$ cat src/rtl/ras_checkpoint_stack_super.sv
// Return-address stack for a superscalar fetch stage.
// Picks the first call/return lane of a fetch group, predicts the return
// target with zero latency, updates a circular stack, and exposes a
// {tos,count} checkpoint that can be restored on misprediction recovery.
module ras_checkpoint_stack_super #(
   parameter int ADDR_WIDTH  = 32,
   parameter int DEPTH       = 8,
   parameter int FETCH_WIDTH = 5,
   parameter int PTR_W       = $clog2(DEPTH),
   parameter int LANE_W      = (FETCH_WIDTH > 1) ? $clog2(FETCH_WIDTH) : 1
) (
   input  logic                              clk,
   input  logic                              reset,
   input  logic                              fetch_valid_i,
   input  logic                              fetch_ready_i,
   input  logic [FETCH_WIDTH*ADDR_WIDTH-1:0] pc_i,
   input  logic [FETCH_WIDTH-1:0]            is_call_i,
   input  logic [FETCH_WIDTH-1:0]            is_return_i,
   input  logic                              restore_en_i,
   input  logic [PTR_W-1:0]                  restore_tos_i,
   input  logic [PTR_W:0]                    restore_count_i,
   output logic [PTR_W-1:0]                  checkpoint_tos_o,
   output logic [PTR_W:0]                    checkpoint_count_o,
   output logic                              pred_valid_o,
   output logic [ADDR_WIDTH-1:0]             pred_target_o,
   output logic [LANE_W-1:0]                 pred_lane_o,
   output logic                              overflow_o,
   output logic                              underflow_o
);

   localparam int CNT_W = PTR_W + 1;
   localparam logic [CNT_W-1:0] FULL = CNT_W'(DEPTH);

   logic [ADDR_WIDTH-1:0] r_stack [DEPTH];
   logic [PTR_W-1:0]      r_tos;
   logic [CNT_W-1:0]      r_count;
   logic                  r_overflow;
   logic                  r_underflow;

   logic                  w_found;
   logic [LANE_W-1:0]     w_sel;
   logic                  w_sel_call;
   logic                  w_sel_ret;
   logic [ADDR_WIDTH-1:0] w_sel_pc;
   logic [ADDR_WIDTH-1:0] w_ra;
   logic [PTR_W-1:0]      w_tos_inc;
   logic                  w_empty;
   logic                  w_full;
   logic                  w_do_update;
   logic                  w_push;
   logic                  w_pop;
   logic                  w_replace;
   logic                  w_overflow;
   logic                  w_underflow;

   // Priority-select the lowest lane flagged as call or return.
   always_comb begin
      w_found    = 1'b0;
      w_sel      = '0;
      w_sel_call = 1'b0;
      w_sel_ret  = 1'b0;
      w_sel_pc   = '0;
      for (int unsigned l = 0; l < FETCH_WIDTH; l++) begin
         if (!w_found && (is_call_i[l] || is_return_i[l])) begin
            w_found    = 1'b1;
            w_sel      = LANE_W'(l);
            w_sel_call = is_call_i[l];
            w_sel_ret  = is_return_i[l];
            w_sel_pc   = pc_i[l*ADDR_WIDTH +: ADDR_WIDTH];
         end
      end
   end

   // Decode the stack operation for this cycle; a call+return on an empty
   // stack degrades to a plain push that also reports underflow.
   always_comb begin
      w_ra        = w_sel_pc + ADDR_WIDTH'(4);
      w_tos_inc   = r_tos + PTR_W'(1);
      w_empty     = (r_count == '0);
      w_full      = (r_count == FULL);
      w_do_update = fetch_valid_i & fetch_ready_i & ~restore_en_i & w_found;
      w_push      = w_do_update & w_sel_call & (~w_sel_ret | w_empty);
      w_pop       = w_do_update & w_sel_ret & ~w_sel_call & ~w_empty;
      w_replace   = w_do_update & w_sel_call & w_sel_ret & ~w_empty;
      w_overflow  = w_push & w_full;
      w_underflow = w_do_update & w_sel_ret & w_empty;
   end

   // Zero-latency prediction from the registered top of stack.
   always_comb begin
      pred_valid_o  = fetch_valid_i & w_found & w_sel_ret & ~w_empty & ~restore_en_i;
      pred_target_o = pred_valid_o ? r_stack[r_tos] : '0;
      pred_lane_o   = (reset & fetch_valid_i & w_found) ? w_sel : '0;
   end

   // Stack storage: push writes above TOS, call+return replaces TOS.
   always_ff @(posedge clk or negedge reset) begin
      if (!reset) begin
         for (int unsigned i = 0; i < DEPTH; i++) begin
            r_stack[i] <= '0;
         end
      end else if (w_push) begin
         r_stack[w_tos_inc] <= w_ra;
      end else if (w_replace) begin
         r_stack[r_tos] <= w_ra;
      end
   end

   // TOS/occupancy update with restore taking priority; pulse registers.
   always_ff @(posedge clk or negedge reset) begin
      if (!reset) begin
         r_tos       <= '0;
         r_count     <= '0;
         r_overflow  <= 1'b0;
         r_underflow <= 1'b0;
      end else begin
         r_overflow  <= w_overflow;
         r_underflow <= w_underflow;
         if (restore_en_i) begin
            r_tos   <= restore_tos_i;
            r_count <= (restore_count_i > FULL) ? FULL : restore_count_i;
         end else if (w_push) begin
            r_tos <= w_tos_inc;
            if (!w_full) begin
               r_count <= r_count + CNT_W'(1);
            end
         end else if (w_pop) begin
            r_tos   <= r_tos - PTR_W'(1);
            r_count <= r_count - CNT_W'(1);
         end
      end
   end

   assign checkpoint_tos_o   = r_tos;
   assign checkpoint_count_o = r_count;
   assign overflow_o         = r_overflow;
   assign underflow_o        = r_underflow;

endmodule

$ cat config.mk
export PLATFORM = sky130hd
export DESIGN_NAME = ras_checkpoint_stack_super
export DESIGN_NICKNAME = d
export VERILOG_FILES = /design/src/rtl/ras_checkpoint_stack_super.sv
export SDC_FILE = /design/constraint.sdc
export NUM_CORES = 1
export LEC_CHECK = 0
export ABC_CLOCK_PERIOD_IN_PS = 3700
export CAP_MARGIN = 25
export CORE_ASPECT_RATIO = 2
export CORE_UTILIZATION = 40
export DETAILED_ROUTE_END_ITERATION = 8
export GPL_TIMING_DRIVEN = 0
export PLACE_DENSITY = 0.64
export RECOVER_POWER = 100
export SLEW_MARGIN = 30
export SYNTH_ARGS = -nofsm -noshare
export SYNTH_HDL_FRONTEND = slang
export SYNTH_SLANG_ARGS = --single-unit
$ cat constraint.sdc
create_clock -name clk -period 3.7 [get_ports clk]
set_input_delay 0.555 -clock clk [delete_from_list [all_inputs] [get_ports clk]]
set_output_delay 0.555 -clock clk [all_outputs]
set_load 0.1 [all_outputs]
Word-level counts from Yosys, hierarchy flattened
Cells that the tools add are included.

word-level totals
  logic and storage cells = 113
  output and inout port bits = 45
  memory bits (writable) = 0
  memories = 0
  latch bits = 0
  input bits = 182
  bits in read-only memories = 0
  register bits after elaboration = 265

cells by class
  bitwise gates (word level) = 25
  order comparisons = 5
  muxes and demuxes = 45
  multipliers = 0
  $add $sub $neg = 5
  shift-type cells = 0
  equal/unequal tests = 2
  reduce and logical (&&, ||, !) cells = 19
  divide/modulo/power cells = 0

operators by type and width
  operator               count
  $bwmux 256             2
  $mux 256               2
  $mux 32                10
  $demux 32 s3           2
  $bmux 32 s3            1
  $add 32x3->32 const B  1
  $mux 3                 7
  $mux 4                 5
  $and 1x1->1            18
  $mux 1                 16
  $ge 4x4->1 const B     2
  $lt 4x1->1 const B     2
  $not 3->4              2
  $logic_and 1x1->1      6
  $logic_or 1x1->1       5
  $add 4x1->4 const B    1
  $eq 4x4->1 const B     1
  $gt 4x4->1 const B     1
  $logic_not 1->1        4
  $logic_not 4->1        1
  $not 1->1              4
  $sub 4x1->4 const B    1
  $add 3x1->3 const B    1
  $ne 3x3->1 const B     1
  other kinds (5)        5

Depth between registers and ports, before layout
  depth in word-level cells = 21
  gate-level depth with buffers = 16
  gate-level depth less buffers = 11

Worst setup path after synthesis
OpenSTA, ideal clock, no wires.

  path type = input to output
  from = input is_call_i[0]
  to = output pred_target_o[10]
  arrival time = 4.051 ns
  stages on the path = 9
  buffers on the path = 4
  data required time = 3.145 ns
  setup slack = -0.906 ns
  path through = clkbuf_1 > nor4_2 > buf_2 > o211ai_1 > a31oi_1 > clkbuf_1 > o211ai_1 > clkbuf_1 > nor2_1

between the ends
  word-level cells in the longest chain between the ends = 19
  elaborated cells on any way between the ends = 24
  those cells by class = mux (11); bitwise (4); reduce/logical (9)

ends and longest elaborated chain
  element                       line  source
  start, declared               17    input logic [FETCH_WIDTH-1:0] is_call_i,
  $logic_or 1x1->1 (*)          64    if (!w_found && (is_call_i[l] || is_return_i[l])) begin
  $mux 1                        64
  $logic_not 1->1               64
  $logic_and 1x1->1             64
  $mux 1                        64
  $logic_not 1->1               64
  $logic_and 1x1->1             64
  $mux 1                        64
  $logic_not 1->1               64
  $logic_and 1x1->1             64
  $mux 1                        64
  $logic_not 1->1               64
  $logic_and 1x1->1             64
  $mux 1                        64
  $and 1x1->1                   91    pred_valid_o = fetch_valid_i & w_found & w_sel_ret & ~w_empty & ~restore_en_i;
  $and 1x1->1 (*) (3 in a row)  91
  $mux 32 (*)                   92    pred_target_o = pred_valid_o ? r_stack[r_tos] : '0;
  end, declared                 25    output logic [ADDR_WIDTH-1:0] pred_target_o,

Every way passes the cells marked *; elsewhere a longest branch is shown, timed or not.

Final worst setup path
  from = input is_call_i[1]
  to = register r_stack[28] (netlist name)

between the ends
  word-level cells in the longest chain between the ends = 17
  elaborated cells on any way between the ends = 37
  those cells by class = add/sub (1); mux (20); bitwise (7); reduce/logical (9)

ends and longest elaborated chain
  element                                           line  source
  branches (longest 17 deep; another with $mux 32)  --
  end signal, assigned by index                     103   r_stack[w_tos_inc] <= w_ra;
  end signal, assigned by index                     105   r_stack[r_tos] <= w_ra;
  end, declared                                     34    logic [ADDR_WIDTH-1:0] r_stack [DEPTH];

Parallel ways; which one is timed is not known. The select of a mux whose other input is x is not followed.
A chain may end at the register's enable or synchronous reset.

==> impl_metrics.ini <==
[synth]
ys_types = 70
syn_avg_cell_area_um2 = 9.25
synth_top_area_share_pct = 48.3
synth_cells = 1485
synth-seq-cells = 265
synth_ff_type = dfrtp_1
yosys-top-cells-area = dfrtp_1 48%, mux2_2 6.9%, nand2_1 6.7%
yosysTopAreaCell = dfrtp_1
syn_area_um2 = 13700
synth_edf_count = 0
yosys_warnings = 0
ys_seq_area_share_pct = 48.3
synth-async-reset-ratio_pct = 100
syn_nets = 1672

[setup_path]
critPathKind = input pin to flop
startpoint_type = input pin
r2r_start = checkpoint_count_o[1]$_DFFE_PN0P_
worstPathMaxFanout = 10
reg2reg_to = r_stack[243]$_DFFE_PN0P_
reg2reg_slack_ns = 0.44
critPathLaunch = is_call_i[1]
cp-end-kind = flop
cp.required_ns = 4.12
arrival_ns = 4.12
r2r_cells = 9

[timing]
period_share_pct = 99.8
tns_ns = 0
worst_pin_slew_ns = 2.08
fin_crit_ns = 3.69
setup_violations = 0
relSlewSlack_pct = -38.7
fin_ws_ns = 0.00656
drv_slew = 83
max_freq_mhz = 271
worst_clock_skew_ns = 0.0151
final-hold-violation-count = 0
finalHoldWorstSlack_ns = 0.429

[run_status]
status = finished, violations left
violations = max-capacitance violations, max-slew violations

[global_routing]
grt_max_degree = 93
grt_usage_pct = 34.8
overflow = 0
grt_pass1_wl_um = 88700
antenna_found_initial = 3
first_global_vias = 14300

[place]
place_inst = 2152
hpwl_um = 45800
finalWeightedCongestion = 1.00
port-buffer-count = 226
dpl_worst_slack_ns = -2.37

[job]
maxCapViolCount = 1

[final_layout]
drive_gt1_share_pct = 22.9
fillers = 3057
fin_cells = 2226
regArea_um2 = 6630
multi_input_comb_area_um2 = 7430
synthToLayoutAreaGrowth_pct = 37.7
fin_util_pct = 56.1
fin_nets = 1958

[drt]
via_per_inst = 6.15
drtIter0Drc = 937
firstDrtPassIters = 5
post_drt_wl_per_cell_um = 27.2
drc = 0
wl_um = 60600
vias = 13700
ant_nets = 0

[power]
leakage_nw = 8.18
ir_drop_mv = 0.409
power.density_nw_per_um2 = 548

[floorplanning]
start_util_pct = 40.7
fp.dieW_um = 133
die_h_um = 264
core_area_um2 = 33800
die-area_um2 = 35100
pin_count = 227
rows = 95

[worst_hold_path]
hold_path_class = input pin to asynchronous set/reset pin

[clock_tree]
clock_latency_ns = 0.54
htreeDepth = 1
clock_path_buffers = 3
cts_sinks = 265
cts_tree = yes
cts-root-buf = clkbuf_16
clk_pin_slew_ns = 0.07
cts_buffers = 23
-- worst max-delay path by stage --
stage | to | slack, ns | depth (start not counted)
6_report | r_stack[28]$_DFFE_PN0P_ | 0.007 | 14
5_1_grt | r_stack[220]$_DFFE_PN0P_ | -0.04 | 14
4_1_cts | pred_target_o[28] | -0.004 | 14
3_5_place_dp | pred_target_o[28] | -2.37 | 12
3_3_place_gp | pred_lane_o[1] | -9.71 | 4
2_1_floorplan | pred_target_o[1] | -0.17 | 7
-- cell families after synthesis --
family | after synthesis | synth area share (%)
and+or+nand+nor | 512 | 17.7
muxes | 99 | 7.98
AOI/OAI and AO/OA | 433 | 19.7
DFF | 265 | 48.3
adders and majority gates | 5 | 0.455
buffers and inverters | 140 | 3.99
xor gates and xnor gates | 31 | 1.98
-- critical path, stage by stage --
cell and delay, ns:
dlygate4sd2_1 0.30, or4_1 0.56, buf_6 0.18, buf_6 0.17, nor4_4 0.35, a22o_1 0.28
buf_8 0.13, ha_4 0.15, inv_1 0.09, nor4bb_4 0.29, buf_4 0.19, nand4_1 0.24
xor2_4 0.30, mux2_2 0.32
-- metal layers --
metal / routed length (um) / GRT usage, % / vias to the layer above
met1: 18200 / 31.8 / 6651
met3: 3700 / 5.51 / 279
met4: 7080 / 35.1 / 0
li1: - / - / 6025
met2: 31600 / 63.1 / 734
met5: 0 / 0 / -
-- power breakdown --
part | leakage [nW] | switching (mW) | internal, mW
clock network | 0.372 | 1.12 | 1.34
logic | 4.33 | 1.86 | 1.37
registers | 3.47 | 0.650 | 4.02
-- through the flow --
step,instance area (um2),power [mW]
after floorplan,14000,6.60
after global placement,16800,7.59
after detailed placement,17000,7.72
after CTS,18700,10.3
after global routing,18900,10.8
final,18900,10.4
-- synthesized netlist by cell type (5+ instances only) --
| library cell | n |
|---|---|
| a211o_1 | 8 |
| a21o_1 | 6 |
| a21oi_1 | 10 |
| a221o_1 | 5 |
| a221oi_1 | 6 |
| a222oi_1 | 9 |
| a22oi_1 | 5 |
| a31oi_1 | 30 |
| and3_1 | 8 |
| buf_1 | 5 |
| buf_2 | 12 |
| clkbuf_1 | 102 |
| dfrtp_1 | 265 |
| ha_1 | 5 |
| inv_1 | 13 |
| inv_2 | 5 |
| mux2_2 | 84 |
| mux2i_1 | 15 |
| nand2_1 | 245 |
| nand3_1 | 51 |
| nand4_1 | 17 |
| nor2_1 | 82 |
| nor2b_1 | 8 |
| nor3_1 | 7 |
| nor4_1 | 9 |
| o211ai_1 | 7 |
| o21a_1 | 9 |
| o21ai_0 | 163 |
| o22ai_1 | 133 |
| o31ai_1 | 17 |
| or2_2 | 7 |
| or3_1 | 14 |
| or4_1 | 37 |
| xnor2_1 | 20 |
| xor2_1 | 11 |
-- layout by cell type (no fill, tap or decap), types with 11 or more instances in the layout --
cell	instances
buf_6	22
o21ai_0	156
nand3_1	48
clkdlybuf4s50_1	175
buf_12	16
or3_1	11
o22ai_1	131
nor2_4	34
clkbuf_1	29
buf_4	46
or4_1	36
mux2_2	83
o31ai_1	15
clkbuf_4	16
a31oi_1	27
clkbuf_16	25
dfrtp_1	263
clkbuf_2	46
nand4_1	17
inv_1	12
nor2_1	46
nand2_1	243
mux2i_1	14
-- final cells by class --
class	count	share of cell area (%)
antenna	3	0.0397
buffer	109	3.60
clock buffer	33	3.56
clock inverter	8	0.410
inverter	19	0.397
multi-input combinational	1080	39.2
sequential	265	35.0
tap	436	2.88
timing repair buffer	273	14.8
-- sequential cells by signal, indices dropped and copies added (netlist names) --
register            count
r_stack               256
checkpoint_count_o      4
checkpoint_tos_o        3
overflow_o              1
underflow_o             1
-- timing repair --
item / CTS / global route
endpoints found under the hold margin: 13 / 0
gates cloned: 2 / 0
endpoints found under the setup margin: 295 / 230
gates resized for setup: 426 / 63
buffers inserted: 31 / 8
hold buffers: 1 / 0
pin swaps: 23 / 18
Power figures use the tool's default switching activity.
